[config.mk]
export PLATFORM = sky130hd
export DESIGN_NAME = fpu_custom_to_ieee
export DESIGN_NICKNAME = d
export VERILOG_FILES = /design/src/rtl/fpu_pkg.sv /design/src/rtl/fpu_custom_to_ieee.sv
export SDC_FILE = /design/constraint.sdc
export NUM_CORES = 1
export LEC_CHECK = 0
export ABC_CLOCK_PERIOD_IN_PS = 5930
export BUFFER_PORTS_ARGS = -buffer_cell sky130_fd_sc_hd__buf_4
export CORE_UTILIZATION = 25
export DETAILED_ROUTE_END_ITERATION = 16
export GPL_TIMING_DRIVEN = 0
export PLACE_DENSITY_LB_ADDON = 0.08
export SETUP_SLACK_MARGIN = 0.5
export SLEW_MARGIN = 25
export SYNTH_ARGS = -nofsm -noshare
export SYNTH_HDL_FRONTEND = slang
export SYNTH_SLANG_ARGS = --single-unit
export TNS_END_PERCENT = 20
[constraint.sdc]
create_clock -name clock_100KHz -period 5.93 [get_ports clock_100KHz]
set_clock_uncertainty 0.15 [all_clocks]
set_input_delay 1.186 -clock clock_100KHz [delete_from_list [all_inputs] [get_ports clock_100KHz]]
set_output_delay 1.186 -clock clock_100KHz [all_outputs]
set_load 0.01 [all_outputs]
[src/rtl/fpu_pkg.sv]
// Purpose: shared widths, biases, FSM states, status flags for custom-float -> IEEE conversion.
// Latency: none (declarations only).
// Backpressure: not applicable.
package fpu_pkg;

   // Custom float layout: sign / 10-bit exponent (bias 511) / 21-bit mantissa
   localparam int CF_SIGN_W   = 1;
   localparam int CF_EXP_W    = 10;
   localparam int CF_MANT_W   = 21;

   // IEEE-754 single layout
   localparam int IEEE_SIGN_W = 1;
   localparam int IEEE_EXP_W  = 8;
   localparam int IEEE_MANT_W = 23;

   localparam int CF_BIAS     = 511;
   localparam int IEEE_BIAS   = 127;
   localparam int BIAS_DIFF   = CF_BIAS - IEEE_BIAS;   // 384

   // Denormal significand is hidden bit + mantissa + 2 pad bits
   localparam int SIG_W       = 1 + CF_MANT_W + 2;     // 24
   localparam int SHIFT_MAX   = 24;

   typedef enum logic [1:0] {
      IDLE   = 2'd0,
      DECODE = 2'd1,
      SHIFT  = 2'd2,
      DONE   = 2'd3
   } state_t;

   // status_out bit positions
   localparam int ST_EXACT     = 0;
   localparam int ST_OVERFLOW  = 1;
   localparam int ST_UNDERFLOW = 2;
   localparam int ST_INEXACT   = 3;

   localparam logic [3:0] FLAG_EXACT     = 4'(1 << ST_EXACT);
   localparam logic [3:0] FLAG_OVERFLOW  = 4'(1 << ST_OVERFLOW);
   localparam logic [3:0] FLAG_UNDERFLOW = 4'(1 << ST_UNDERFLOW);
   localparam logic [3:0] FLAG_INEXACT   = 4'(1 << ST_INEXACT);

   localparam logic [31:0] QNAN = 32'h7FC0_0000;

   typedef struct packed {
      logic                 sign;
      logic [CF_EXP_W-1:0]  exp;
      logic [CF_MANT_W-1:0] mant;
   } cfloat_t;

endpackage

[src/rtl/fpu_custom_to_ieee.sv]
// Purpose: convert one custom float (bias 511, 21-bit mantissa) to IEEE single, truncating.
// Latency: result valid 2 cycles after accept, 2+k for denormals (k = right-shift count, max 24).
// Backpressure: single-entry; ready_out only in IDLE, result held in DONE until ready_in.
module fpu_custom_to_ieee
   import fpu_pkg::*;
(
   input  logic        clock_100KHz,
   input  logic        reset,
   input  logic        valid_in,
   output logic        ready_out,
   input  logic [31:0] data_in,
   output logic        valid_out,
   input  logic        ready_in,
   output logic [31:0] data_out,
   output logic [3:0]  status_out
);

   localparam int E_W = 12;
   localparam logic signed [E_W-1:0] DIFF_S = E_W'(BIAS_DIFF);

   state_t          state, state_nxt;
   cfloat_t         in_q, in_nxt;
   logic [SIG_W-1:0] sig_q, sig_nxt;
   logic [4:0]      k_q, k_nxt;
   logic            sticky_q, sticky_nxt;
   logic [31:0]     data_nxt;
   logic [3:0]      status_nxt;

   // Rebased exponent and the raw (unsaturated) denormal shift count
   logic signed [E_W-1:0] e;
   logic signed [E_W-1:0] k_full;

   assign e         = $signed({2'b00, in_q.exp}) - DIFF_S;
   assign k_full    = 12'sd1 - e;
   assign valid_out = (state == DONE);

   // State register; reset aborts any in-flight conversion
   always_ff @(posedge clock_100KHz) begin
      if (!reset) state <= IDLE;
      else        state <= state_nxt;
   end

   // Next-state and datapath next values; outputs hold unless a result is produced
   always_comb begin
      state_nxt  = state;
      in_nxt     = in_q;
      sig_nxt    = sig_q;
      k_nxt      = k_q;
      sticky_nxt = sticky_q;
      data_nxt   = data_out;
      status_nxt = status_out;

      case (state)
         IDLE: begin
            if (valid_in && ready_out) begin
               in_nxt    = cfloat_t'(data_in);
               state_nxt = DECODE;
            end
         end

         DECODE: begin
            if (in_q.exp == '0) begin
               // Zero: mantissa ignored, sign kept
               data_nxt   = {in_q.sign, 31'b0};
               status_nxt = FLAG_EXACT;
               state_nxt  = DONE;
            end else if (in_q.exp == '1) begin
               // Inf / NaN
               data_nxt   = (in_q.mant == '0) ? {in_q.sign, 8'hFF, 23'b0} : QNAN;
               status_nxt = FLAG_INEXACT;
               state_nxt  = DONE;
            end else if (e >= 12'sd255) begin
               data_nxt   = {in_q.sign, 8'hFF, 23'b0};
               status_nxt = FLAG_OVERFLOW;
               state_nxt  = DONE;
            end else if (e >= 12'sd1) begin
               data_nxt   = {in_q.sign, e[7:0], in_q.mant, 2'b00};
               status_nxt = FLAG_EXACT;
               state_nxt  = DONE;
            end else begin
               // Denormal: shift the explicit significand right by 1-e (capped)
               sig_nxt    = {1'b1, in_q.mant, 2'b00};
               k_nxt      = (k_full > 12'(SHIFT_MAX)) ? 5'(SHIFT_MAX) : k_full[4:0];
               sticky_nxt = 1'b0;
               state_nxt  = SHIFT;
            end
         end

         SHIFT: begin
            sig_nxt    = sig_q >> 1;
            sticky_nxt = sticky_q | sig_q[0];
            k_nxt      = k_q - 5'd1;
            // The last shift and the result write share one edge
            if (k_q <= 5'd1) begin
               data_nxt   = {in_q.sign, 8'h00, sig_nxt[22:0]};
               status_nxt = FLAG_UNDERFLOW | (sticky_nxt ? FLAG_INEXACT : 4'b0000);
               state_nxt  = DONE;
            end
         end

         DONE: begin
            if (ready_in) state_nxt = IDLE;
         end

         default: state_nxt = IDLE;
      endcase
   end

   // Datapath and handshake registers; ready_out tracks the state being entered
   always_ff @(posedge clock_100KHz) begin
      if (!reset) begin
         in_q       <= '0;
         sig_q      <= '0;
         k_q        <= '0;
         sticky_q   <= 1'b0;
         data_out   <= '0;
         status_out <= '0;
         ready_out  <= 1'b0;
      end else begin
         in_q       <= in_nxt;
         sig_q      <= sig_nxt;
         k_q        <= k_nxt;
         sticky_q   <= sticky_nxt;
         data_out   <= data_nxt;
         status_out <= status_nxt;
         ready_out  <= (state_nxt == IDLE);
      end
   end

endmodule
; Word level (Yosys, flattened, before mapping)
; Index checks and enable logic that the tools add are counted.
[totals]
reg_bits = 101
input_bits = 36
wordCells = 75
out_inout_bits = 38
[op_classes]
n_reduce_logical = 9
add_sub_neg = 3
n_bitwise = 1
mux = 38
n_eq_ne = 10
magnitude_cmp = 4
[ops]
columns = operator, count
row1 = two-way mux 32 bit, 6
row2 = two-way mux 24 bit, 4
row3 = one-hot mux 32 bit (2 select lines), 1
row4 = one-hot mux 24 bit (2 select lines), 1
row5 = two-way mux 5 bit, 5
row6 = two-way mux 4 bit, 6
row7 = logical NOT 21 bit, 1
row8 = greater-than comparator 12 x 6 -> 1 bit (second input constant), 1
row9 = subtractor 2 x 11 -> 12 bit (first input constant), 1
row10 = greater-or-equal comparator 11 x 2 -> 1 bit (second input constant), 1
row11 = greater-or-equal comparator 11 x 9 -> 1 bit (second input constant), 1
row12 = subtractor 10 x 9 -> 11 bit (second input constant), 1
row13 = == test 10 bit (second input constant), 1
row14 = logical NOT 10 bit, 1
row15 = inequality test 2 bit (second input constant), 5
row16 = one-hot mux 5 bit (2 select lines), 1
row17 = two-way mux 1 bit, 8
row18 = one-hot mux 2 bit (4 select lines), 1
row19 = one-hot mux 4 bit (2 select lines), 1
row20 = two-way mux 2 bit, 3
row21 = less-or-equal comparator 5 x 1 -> 1 bit (second input constant), 1
row22 = inequality test 5 bit (second input constant), 1
row23 = AND reduction 5 bit, 1
row24 = subtractor 5 x 1 -> 5 bit (second input constant), 1
row25 = other kinds (9), 11

; Longest topological paths before layout
; Gate-level depths: netlist (run 1).
[logic_depth]
ltp_word = 9
ltp_mapped = 11
ltp_nobuf = 8

; Worst setup path before layout (run 1)
; OpenSTA, ideal clock, no wires.
[synth_timing]
kind = register -> register
from = register in_q[28] in the netlist's numbering
to = register data_out[12]
t_arrival_ps = 2431
setup_ps = 123
required_ps = 5657
synth_period_minus_slack_ps = 2704
n_path_buf = 2
slack_ps = 3226
stages_incl_launch_ff = 11
cell_sequence = dfxtp_1 buf_2 inv_1 ha_1 or4b_1 nor3_2 nor2_1 o31a_1 clkbuf_1 o21ai_0 nor2_1
[synth_via]
elab_chain_cells = 6
word_cells_on_any_way = 11
cone_classes = add/sub: 1 / order compare: 2 / eq/ne: 2 / mux: 4 / reduce/logical: 2
[synth_lines]
columns = element, line_no
row1 = from (decl), fpu_custom_to_ieee.sv:22  ; cfloat_t in_q, in_nxt;
row2 = from (signal assigned), fpu_custom_to_ieee.sv:120  ; in_q <= in_nxt;
row3 = subtractor 10 x 9 -> 11 bit, fpu_custom_to_ieee.sv:33  ; assign e = $signed({2'b00, in_q.exp}) - DIFF_S;
row4 = greater-or-equal comparator 11 x 9 -> 1 bit, fpu_custom_to_ieee.sv:72  ; end else if (e >= 12'sd255) begin
row5 = two-way mux 32 bit, fpu_custom_to_ieee.sv:72
row6 = two-way mux 32 bit, fpu_custom_to_ieee.sv:67  ; end else if (in_q.exp == '1) begin
row7 = two-way mux 32 bit, fpu_custom_to_ieee.sv:62  ; if (in_q.exp == '0) begin
row8 = one-hot mux 32 bit (2 select lines), fpu_custom_to_ieee.sv:53  ; case (state)
row9 = to (signal assigned), fpu_custom_to_ieee.sv:124  ; data_out <= data_nxt;
row10 = to (decl), fpu_custom_to_ieee.sv:14  ; output logic [31:0] data_out,
; Several ways; a longest one is shown, not always the timed one.
; A chain may end at the register's enable or synchronous reset.

; Final worst setup path (run 1)
[layout_timing]
from = register in_q[28] in the netlist's numbering
to = register data_out[4]
; Same word-level chain as after synthesis.

==> results.toml, run 1 <==
[timing]
timing.final.crit_share_pct = 56.43
rsz0062_at_grt = "no"
finalMaxSlewViolations = 0
hold_viol_final = 0
clock.fmax_mhz = 298.9
max_slew_margin_pct = 47.76
post-route-min-period_ns = 3.346
whs_ns = 0.3056
tightest_slew_ns = 0.7764
fin_tns_setup_ns = 0
setup_slack_ns = 2.584
setup_viol = 0

[floorplan]
die_y_um = 138.7
die_w_um = 138.7
initial_core_util_pct = 25.72
rows = 49
dieArea_sq_um = 19220
core-area_sq_um = 18150
num_io_pins = 74

[logic_synthesis]
synth.top_cells.by_area = "dfxtp_1 (43%), nand2_1 (6.3%), o21ai_0 (5.1%)"
synth_top_area_share_pct = 43.31
synth-seq-area-share_pct = 43.31
synthArstFlopShare_pct = 0
synth_seq_cells = 101
synth_flop_cell = "dfxtp_1"
synth-edff-count = 0
synth_cells = 560
syn-num-nets = 609
synth_warnings = 0
syn_area_sq_um = 4668
yosysTopAreaCell = "dfxtp_1"
yosys.cell_types.count = 52
syn_area_per_cell_sq_um = 8.336

[power_and_ir_drop]
switchingPower_uw = 1109
pwr-share-seq_pct = 37.8
clkPwrFrac_pct = 22.1
combPwrFrac_pct = 40.2
p_leak_uw = 0.002116
power_density_nw_per_um2 = 479.2
p_int_uw = 1673
peakVddDrop_mv = 0.1785
swShare_pct = 39.87

[grt]
track_usage_pct = 15.86
grt_pass1_vias = 4278
overflow = 0
grt_max_degree = 17
grt_pass1_wl_um = 23810
antenna_found_initial = 0

[worst_setup_path]
critPathCaptureType = "flip-flop"
setup.worst_path.start_class = "flip-flop"
crit_arrival_ns = 3.48
cp.required_ns = 6.07
crit_fanout = 10
critical_path_class = "reg2reg"

[clock_network]
clk_pin_slew_ns = 0.07
cts_buffers = 9
cts_buffer_depth = 2
cts_setup_buffers = 0
clock_sinks = 101
clk_root_buffer_cell = "clkbuf_16"
clk_latency_ns = 0.35
holdBufCountCts = 0
cts_tree = "yes"
cts_resized = 0
htreeDepth = 3

[cells_and_area]
drive_gt1_share_pct = 16.49
diodes = 0
synthToLayoutAreaGrowth_pct = 24.34
nNetsFinal = 693

[run]
cap_violations = 0

[routing]
drt_pass1_iterations = 12
wl_per_cell_um = 16.84
wl_um = 14790
viasPerCell = 4.978
drt_iter0_markers = 299
final_antenna_net_count = 0
vias = 4371
remaining_drc_errors = 5

[place]
io_buffers = 73
place_hpwl_um = 10920
pre_cts_ws_ns = 2.602
gp_congestion = 0.8020

[status]
violations = "DRC"
outcome = "finished with violations"

[min_path]
worst_hold_path_type = "reg2reg"
[flip-flops by register name, indices dropped and copies added (netlist names)]
name,flops
state,2
ready_out,1
sig_q,24
k_q,5
data_out,32
in_q,32
status_out,4
sticky_q,1
[final cells by class]
| cell class | count | area [sq um] |
|---|---|---|
| Fill cell | 1977 | 12340 |
| Multi-Input combinational cell | 402 | 2399 |
| Sequential cell | 101 | 2022 |
| Timing Repair Buffer | 73 | 548.0 |
| Tap cell | 229 | 286.5 |
| Clock buffer | 12 | 246.5 |
| Buffer | 43 | 195.2 |
| Clock inverter | 4 | 55.05 |
| Inverter | 14 | 52.55 |
[kinds of logic (layout without fill, tap and decap cells)]
logic type | Yosys count | count (layout) | synth area share [%]
compound gates | 167 | 167 | 23.05
mux | 23 | 23 | 4.932
buf+inv | 57 | 146 | 5.307
fa+ha+maj | 13 | 13 | 3.484
xor+xnor | 6 | 6 | 1.126
flops | 101 | 101 | 43.31
simple gates | 193 | 193 | 18.79
[layer usage]
metal | routed length [um] | vias up | global-route usage, % | share of wire [%]
met5 | 0 | - | 0 | 0
met4 | 214 | 0 | 5.614 | 1.4
met3 | 548 | 13 | 2.072 | 3.7
met2 | 6458 | 91 | 23.56 | 44
met1 | 7565 | 2093 | 23.31 | 51
li1 | - | 2174 | - | -
[cell usage after synthesis (2+ instances only)]
| cell | count |
|---|---|
| dfxtp_1 | 101 |
| a31oi_1 | 3 |
| and3_1 | 2 |
| a221oi_1 | 20 |
| nor2_1 | 54 |
| buf_2 | 9 |
| a21o_1 | 2 |
| a211oi_1 | 23 |
| or3_1 | 3 |
| xor2_1 | 2 |
| nand2b_1 | 3 |
| nand4b_1 | 2 |
| ha_1 | 13 |
| nor3_1 | 10 |
| a311oi_1 | 2 |
| o21bai_1 | 2 |
| o2111ai_1 | 3 |
| buf_4 | 4 |
| xnor2_1 | 4 |
| nand4_1 | 2 |
| mux2i_1 | 23 |
| or4_4 | 2 |
| and2_1 | 3 |
| a21oi_1 | 46 |
| o22ai_1 | 3 |
| nand3_1 | 20 |
| nand2_1 | 78 |
| o211a_1 | 2 |
| nor4_1 | 7 |
| o211ai_1 | 3 |
| clkbuf_1 | 28 |
| inv_1 | 14 |
| o21ai_0 | 48 |
[cells in the final DEF, fill, tap and decap left out, types with 13 or more instances in the layout]
cell | netlist | routed
a211oi_1 | 23 | 23
a21oi_1 | 46 | 46
a221oi_1 | 20 | 20
buf_4 | 4 | 77
clkbuf_1 | 28 | 30
dfxtp_1 | 101 | 101
ha_1 | 13 | 13
inv_1 | 14 | 14
mux2i_1 | 23 | 23
nand2_1 | 78 | 78
nand3_1 | 20 | 20
nor2_1 | 54 | 54
o21ai_0 | 48 | 48
[path summary, 6_finish.rpt]
check | cells past startpoint | slack (ns) | startpoint | to
worst max-delay path | 10 | 2.58 | in_q[28] | data_out[4]
worst min-delay path | 2 | 0.31 | data_out[31] | data_out[31]
worst max register to register | 10 | 2.58 | in_q[28] | data_out[4]
worst min register to register | 2 | 0.31 | data_out[31] | data_out[31]
[through the flow]
stage / instance area [sq um] / utilization, % / instances / power (uW)
after floorplan: 4668 / - / 560 / 1752
after global placement: 5503 / 30.32 / 862 / 2177
after detailed placement: 5503 / 30.32 / 862 / 2184
after CTS: 5804 / 31.98 / 878 / 2812
after global routing: 5804 / 31.98 / 878 / 2990
final: 5804 / 31.98 / 878 / 2782
[critical path, stage by stage (launching register included)]
cell and delay (ns):
dfxtp_1 0.39, buf_2 0.25, inv_1 0.09, ha_1 0.37, or4b_1 0.58, nor3_2 0.20
nor2_1 0.14, o31ai_4 0.53, buf_2 0.33, a221oi_1 0.09, nor2_1 0.15
[power groups by stage]
stage	Clock, uW	Combinational [uW]	Sequential (uW)
after floorplan	0	693	1060
after CTS	636	1120	1050
after global routing	659	1250	1080
final	614	1120	1050
after detailed placement	0	1120	1060
after global placement	0	1120	1060
Note: power is estimated with default switching activity, not from simulation.
==> run 2: changes to the inputs <==
--- a/config.mk
+++ b/config.mk
@@ -5,7 +5,7 @@
 export SDC_FILE = /design/constraint.sdc
 export NUM_CORES = 1
 export LEC_CHECK = 0
-export ABC_CLOCK_PERIOD_IN_PS = 5930
+export ABC_CLOCK_PERIOD_IN_PS = 3200
 export BUFFER_PORTS_ARGS = -buffer_cell sky130_fd_sc_hd__buf_4
 export CORE_UTILIZATION = 25
 export DETAILED_ROUTE_END_ITERATION = 16
==> constraint.sdc (replaced) <==
create_clock -name clock_100KHz -period 3.2 [get_ports clock_100KHz]
set_clock_uncertainty 0.15 [all_clocks]
set_input_delay 0.64 -clock clock_100KHz [delete_from_list [all_inputs] [get_ports clock_100KHz]]
set_output_delay 0.64 -clock clock_100KHz [all_outputs]
set_load 0.01 [all_outputs]
==> run 2 against run 1 <==
The run still ends with DRC left. Sequential share of layout area is 2.6 points lower. Power grew 100%. Fmax up 24%. Register-to-register slack worse by 2.1 ns. Critical path type unchanged. Die area stayed put. Non-clock buffer count rose by 25. First-iteration DRC count shrank 23%. Final cell count grew 2.8%. Design area rose by 8.5%. Wire length rose by 7.0%.
==> results.toml, run 2 (synthesis gave the netlist of run 1 again) <==
[cells_and_area]
diodes = 0
layout_common_cells = "buf_4 (99), dfxtp_1 (99), nand2_1 (78), nor2_1 (52), a21oi_1 (45)"
drive_gt1_share_pct = 26.56
top_regs = "data_out x32, in_q x32, sig_q x24"
nNetsFinal = 718
synthToLayoutAreaGrowth_pct = 34.90
post-route-util_pct = 34.70

[place]
gp_congestion = 0.8029
io_buffers = 73
place_hpwl_um = 10970

[power_and_ir_drop]
p_total_uw = 5671
peakVddDrop_mv = 0.2917
p_leak_uw = 0.002340
power_density_nw_per_um2 = 900.6

[grt]
antenna_found_initial = 0
track_usage_pct = 16.78
use_met2_pct = 25.51
grt_max_degree = 18
use_met1_pct = 23.88
grt_pass1_vias = 4392
overflow = 0
grt_use_met3_pct = 2.452
grt_pass1_wl_um = 24770
grt.busiest_layer = "met2"

[routing]
drt_pass1_iterations = 12
wl_um = 15820
final_antenna_net_count = 0
vias = 4472
drt_iter0_markers = 231
wl_per_cell_um = 17.52
viasPerCell = 4.952
remaining_drc_errors = 2

[run]
cap_violations = 0

[timing]
setup_viol = 0
max_slew_margin_pct = 47.68
finalMaxSlewViolations = 0
rsz0062_at_grt = "yes"
post-route-min-period_ns = 2.700
timing.final.crit_share_pct = 84.38
hold_viol_final = 0
tightest_slew_ns = 0.7849
clock.fmax_mhz = 370.4

[status]
outcome = "finished with violations"
violations = "DRC"

[worst_setup_path]
critical_path_class = "reg2reg"
rr_worst_depth = 9
crit_arrival_ns = 2.84
setup.worst_path.start_class = "flip-flop"
cp.required_ns = 3.34
worstReg2RegEnd = "status_out[1]"
r2r_start = "in_q[29]"
crit_fanout = 5
reg2reg_slack_ns = 0.50
critPathCaptureType = "flip-flop"

[floorplan]
core-area_sq_um = 18150
dieArea_sq_um = 19220
die_y_um = 138.7
num_io_pins = 74
die_w_um = 138.7
rows = 49
initial_core_util_pct = 25.72

[min_path]
min_to = "data_out[31]"
min_path_cells = 2
hp-start = "data_out[31]"
worst_hold_path_type = "reg2reg"

[clock_network]
clk_latency_ns = 0.36
cts_buffer_depth = 2
clock_sinks = 101
htreeDepth = 3
clk_pin_slew_ns = 0.07
clk_root_buffer_cell = "clkbuf_16"
cts_buffers = 9
cts_tree = "yes"
run 2: cell count changes in the layout (fill, tap and decap cells not counted), moves of 8 or more:
cell	previous run	this run
o21ai_2	0	13
clkbuf_1	30	20
buf_4	77	99
buf_6	1	9
o21ai_1	0	8
o21ai_0	48	27
run 2: layout make-up:
class | instances | area [sq um]
inverters | 14 | 55.05
multi-input cells | 402 | 2585
fillers | 1937 | 11850
flip-flops and latches | 101 | 2027
clock inverters | 6 | 71.32
repair buffers | 98 | 757.0
well taps | 229 | 286.5
plain buffers | 43 | 286.5
clock buffers | 10 | 229.0
run 2: worst max path at each step:
stage                   from  slack [ns]             to  cells past startpoint
CTS                 in_q[28]        0.49    data_out[9]                     10
global route        in_q[29]        0.44  status_out[1]                      9
finish              in_q[29]        0.50  status_out[1]                      9
global placement    in_q[28]       -0.07    data_out[4]                     10
floorplan           in_q[28]        0.54   data_out[12]                     10
detailed placement  in_q[28]       -0.07    data_out[9]                     10
run 2: critical path, cell delays in order (launching register included):
cell and delay, ns:
dfxtp_4 0.35, buf_4 0.14, buf_4 0.13, or4_4 0.48, nor3_4 0.25, o21a_4 0.20
o31ai_4 0.07, buf_6 0.16, or4_1 0.55, a21oi_1 0.14
run 2: metal layers:
metal / vias up / routed length (um)
met5: - / 0
met4: 0 / 300
met1: 2133 / 8112
met2: 91 / 6885
li1: 2229 / -
met3: 19 / 521
run 2: per-stage QoR:
step / setup WS (ns) / instance area [sq um] / instances / TNS (ns) / hold WS, ns
3_3_place_gp: -0.07226 / 5505 / 862 / -1.046 / 0.3094
2_1_floorplan: 0.5429 / 4671 / 560 / 0 / 0.2866
5_1_grt: 0.4428 / 6297 / 903 / 0 / 0.3364
6_report: 0.4999 / 6297 / 903 / 0 / 0.3154
3_5_place_dp: -0.07192 / 5505 / 862 / -0.7428 / 0.3056
4_1_cts: 0.4904 / 6208 / 898 / 0 / 0.3179
run 2: power breakdown:
part | total [uW] | internal (uW) | switching, uW
Clock | 1140 | 616 | 519
Combinational | 2560 | 1140 | 1430
Sequential | 1970 | 1650 | 327
Total | 5670 | 3400 | 2270
run 2: repair_timing:
action                                  4_1_cts  5_1_grt
hold buffers                                  0        0
cloned                                        2        0
setup buffers                                18        5
pin swaps                                     9        6
endpoints found under the setup margin       67       62
gates resized for setup                      83       15
==> run 3: changes to the inputs <==
--- a/config.mk
+++ b/config.mk
@@ -5,7 +5,8 @@
 export SDC_FILE = /design/constraint.sdc
 export NUM_CORES = 1
 export LEC_CHECK = 0
-export ABC_CLOCK_PERIOD_IN_PS = 3200
+export ABC_AREA = 1
+export ABC_CLOCK_PERIOD_IN_PS = 2300
 export BUFFER_PORTS_ARGS = -buffer_cell sky130_fd_sc_hd__buf_4
 export CORE_UTILIZATION = 25
 export DETAILED_ROUTE_END_ITERATION = 16
==> constraint.sdc (replaced) <==
create_clock -name clock_100KHz -period 2.3 [get_ports clock_100KHz]
set_clock_uncertainty 0.15 [all_clocks]
set_input_delay 0.46 -clock clock_100KHz [delete_from_list [all_inputs] [get_ports clock_100KHz]]
set_output_delay 0.46 -clock clock_100KHz [all_outputs]
set_load 0.01 [all_outputs]
==> run 3 against run 2 <==
The flow now finishes without violations. Design area rose by 7.8%. Clock power rose by 26%. First-iteration DRC count fell by 10%. Power rose by 66%. Core utilization fell by 0.16 points. Combinational power rose by 100%. Hold slack got worse by 0.080 ns. Global-route usage fell by 0.29 points. Largest cell class unchanged. Largest power group unchanged.
==> results.toml, run 3 <==
[timing]
tightest_slew_ns = 0.6714
post-route-min-period_ns = 2.086
rsz0062_at_grt = "yes"
setup_slack_ns = 0.2145
timing.final.crit_share_pct = 90.68
clock.fmax_mhz = 479.5
max_slew_margin_pct = 55.24
finalMaxSlewViolations = 0
hold_viol_final = 0
setup_viol = 0

[worst_setup_path]
path_cells = "ha_4 -> nor3b_4 -> nand2_2 -> nor2_4 -> nand2_2 -> o2111ai_4 -> nand2_4 -> inv_4 -> buf_12 -> buf_8 -> nand2_1 -> nand2_1 -> nor2_1"
setup.worst_path.start_class = "flip-flop"
crit_family = "simple AND/OR/NAND/NOR gates"
cp.required_ns = 2.40
worst-path-buf-inv = 3
critical_path_class = "reg2reg"
crit_arrival_ns = 2.18
crit_fanout = 7
critPathCaptureType = "flip-flop"
cp_slowest_stage_delay_ns = 0.41
slowest_stage = "dfxtp_4"
reg2reg_slack_ns = 0.21

[cells_and_area]
drive_gt1_share_pct = 28.18
final_common_cell = "nand2_1"
post-route-util_pct = 34.54
diodes = 0
layout_common_cells = "nand2_1 (140), nor2_1 (115), buf_4 (102), dfxtp_1 (92), o21ai_0 (81)"
nNetsFinal = 893
synthToLayoutAreaGrowth_pct = 34.38
fill_cells = 2227
top_regs = "data_out x32, in_q x32, sig_q x24"

[power_and_ir_drop]
power_density_nw_per_um2 = 1388
switchingPower_uw = 4052
clkPwrFrac_pct = 15.3
combPwrFrac_pct = 54.2
p_leak_uw = 0.002981
pwr-share-seq_pct = 30.5
peakVddDrop_mv = 0.4138
p_int_uw = 5367
swShare_pct = 43.02

[routing]
final_antenna_net_count = 0
wl_per_cell_um = 14.76
drt_pass1_iterations = 4
wl_met2_um = 8123
viasPerCell = 4.495
drt_iter0_markers = 208
met1_length_um = 7540
top_layer = "met4"
wl_um = 16430
vias = 5003
wl_met3_um = 640
remaining_drc_errors = 0

[min_path]
worst_hold_path_type = "in2reg"

[clock_network]
cts_tree = "yes"
htreeDepth = 3
clk_latency_ns = 0.35
clock_sinks = 101
clk_root_buffer_cell = "clkbuf_16"
cts_buffers = 9
cts_buffer_depth = 2
clk_pin_slew_ns = 0.07
holdBufCountCts = 0

[logic_synthesis]
yosys.cell_types.count = 31
syn_area_sq_um = 5051
synth.top_cells.by_area = "dfxtp_1 (40%), nand2_1 (11%), o21ai_0 (9.3%)"
synth.top_cells.by_count = "nand2_1 (154), nor2_1 (119), dfxtp_1 (101)"
synth_flop_cell = "dfxtp_1"
synth_cells = 729
synth-seq-area-share_pct = 40.03
synth_seq_cells = 101
synthArstFlopShare_pct = 0
synth_top_area_share_pct = 40.03
syn-num-nets = 778
synth-edff-count = 0
synth_most_common_cell = "nand2_1"
syn_area_per_cell_sq_um = 6.929
yosysTopAreaCell = "dfxtp_1"
synth_warnings = 0

[place]
gp_congestion = 0.8073
io_buffers = 73
pre_cts_ws_ns = -0.1030
place_hpwl_um = 12100

[grt]
track_usage_pct = 16.49
grt_pass1_wl_um = 25760
overflow = 0
grt_pass1_vias = 4872
grt_max_degree = 17
antenna_found_initial = 0

[floorplan]
die_w_um = 144.1
core-area_sq_um = 19650
num_io_pins = 74
die_y_um = 144.1
dieArea_sq_um = 20780
rows = 51
initial_core_util_pct = 25.70

[status]
outcome = "finished, final reports clean"

[run]
cap_violations = 0
run 3: changes by cell type after synthesis, sizes merged, moves of 6 or more:
cell,delta
nor2,+95
o21ai,+62
nor4,-7
inv,+44
nand2,+89
nand3,+6
nor3,-9
mux2i,-23
a211oi,-23
a221oi,-20
nand4,+8
run 3: logic make-up after synthesis:
| logic type | synth area share, % |
|---|---|
| and+or+nand+nor | 31.09 |
| buffers and inverters | 9.339 |
| adders and majority gates | 3.220 |
| AOI/OAI and AO/OA | 16.32 |
| DFF | 40.03 |
run 3: per-layer routing:
metal | track usage [%] | vias to the layer above
li1 | - | 2571
met1 | 20.47 | 2334
met2 | 29.24 | 89
met3 | 2.914 | 9
met4 | 4.155 | 0
met5 | 0 | -
run 3: worst paths after layout:
kind | start | endpoint | depth (start not counted)
worst max register to register | in_q[29] | data_out[24] | 13
worst min register to register | sig_q[0] | sig_q[0] | 2
worst min-delay path | data_in[24] | in_q[24] | 3
worst max-delay path | in_q[29] | data_out[24] | 13
run 3: metrics by stage:
step	total power (uW)	std cells	instance area (sq um)	setup TNS (ns)	hold WS [ns]
after floorplan	5784	729	5120	0	0.2899
after global placement	7238	1067	6000	-0.1900	0.3035
after detailed placement	7258	1067	6000	-0.2055	0.3072
after CTS	9351	1104	6658	0	0.2218
after global routing	10190	1113	6788	0	0.2338
final	9419	1113	6788	0	0.2357
run 3: power by group through the flow:
stage	Combinational (uW)	Sequential [uW]	Clock [uW]
final	5110	2870	1440
after global routing	5680	2960	1550
after CTS	4990	2860	1490
after detailed placement	4380	2880	0
after global placement	4360	2880	0
after floorplan	2840	2940	0
run 3: final cells by class:
type / count / area [sq um] / share of cell area (%)
clock buffer: 10 / 229.0 / 3.373
sequential: 101 / 2043 / 30.10
clock inverter: 5 / 36.28 / 0.5346
multi-input combinational: 531 / 2794 / 41.16
buffer: 39 / 295.3 / 4.350
timing repair buffer: 104 / 815.8 / 12.02
inverter: 58 / 242.7 / 3.576
tap: 265 / 331.6 / 4.885
run 3: tightest hold or removal path, cell delays in order:
cell and delay, ns:
buf_4 0.07, o21ai_0 0.06, a21oi_1 0.10
run 3: repair_timing:
action,4_1_cts,5_1_grt
gates cloned,2,0
resized for setup,68,29
buffers inserted,20,9
endpoints found under the setup margin,100,100
pin swaps,22,18
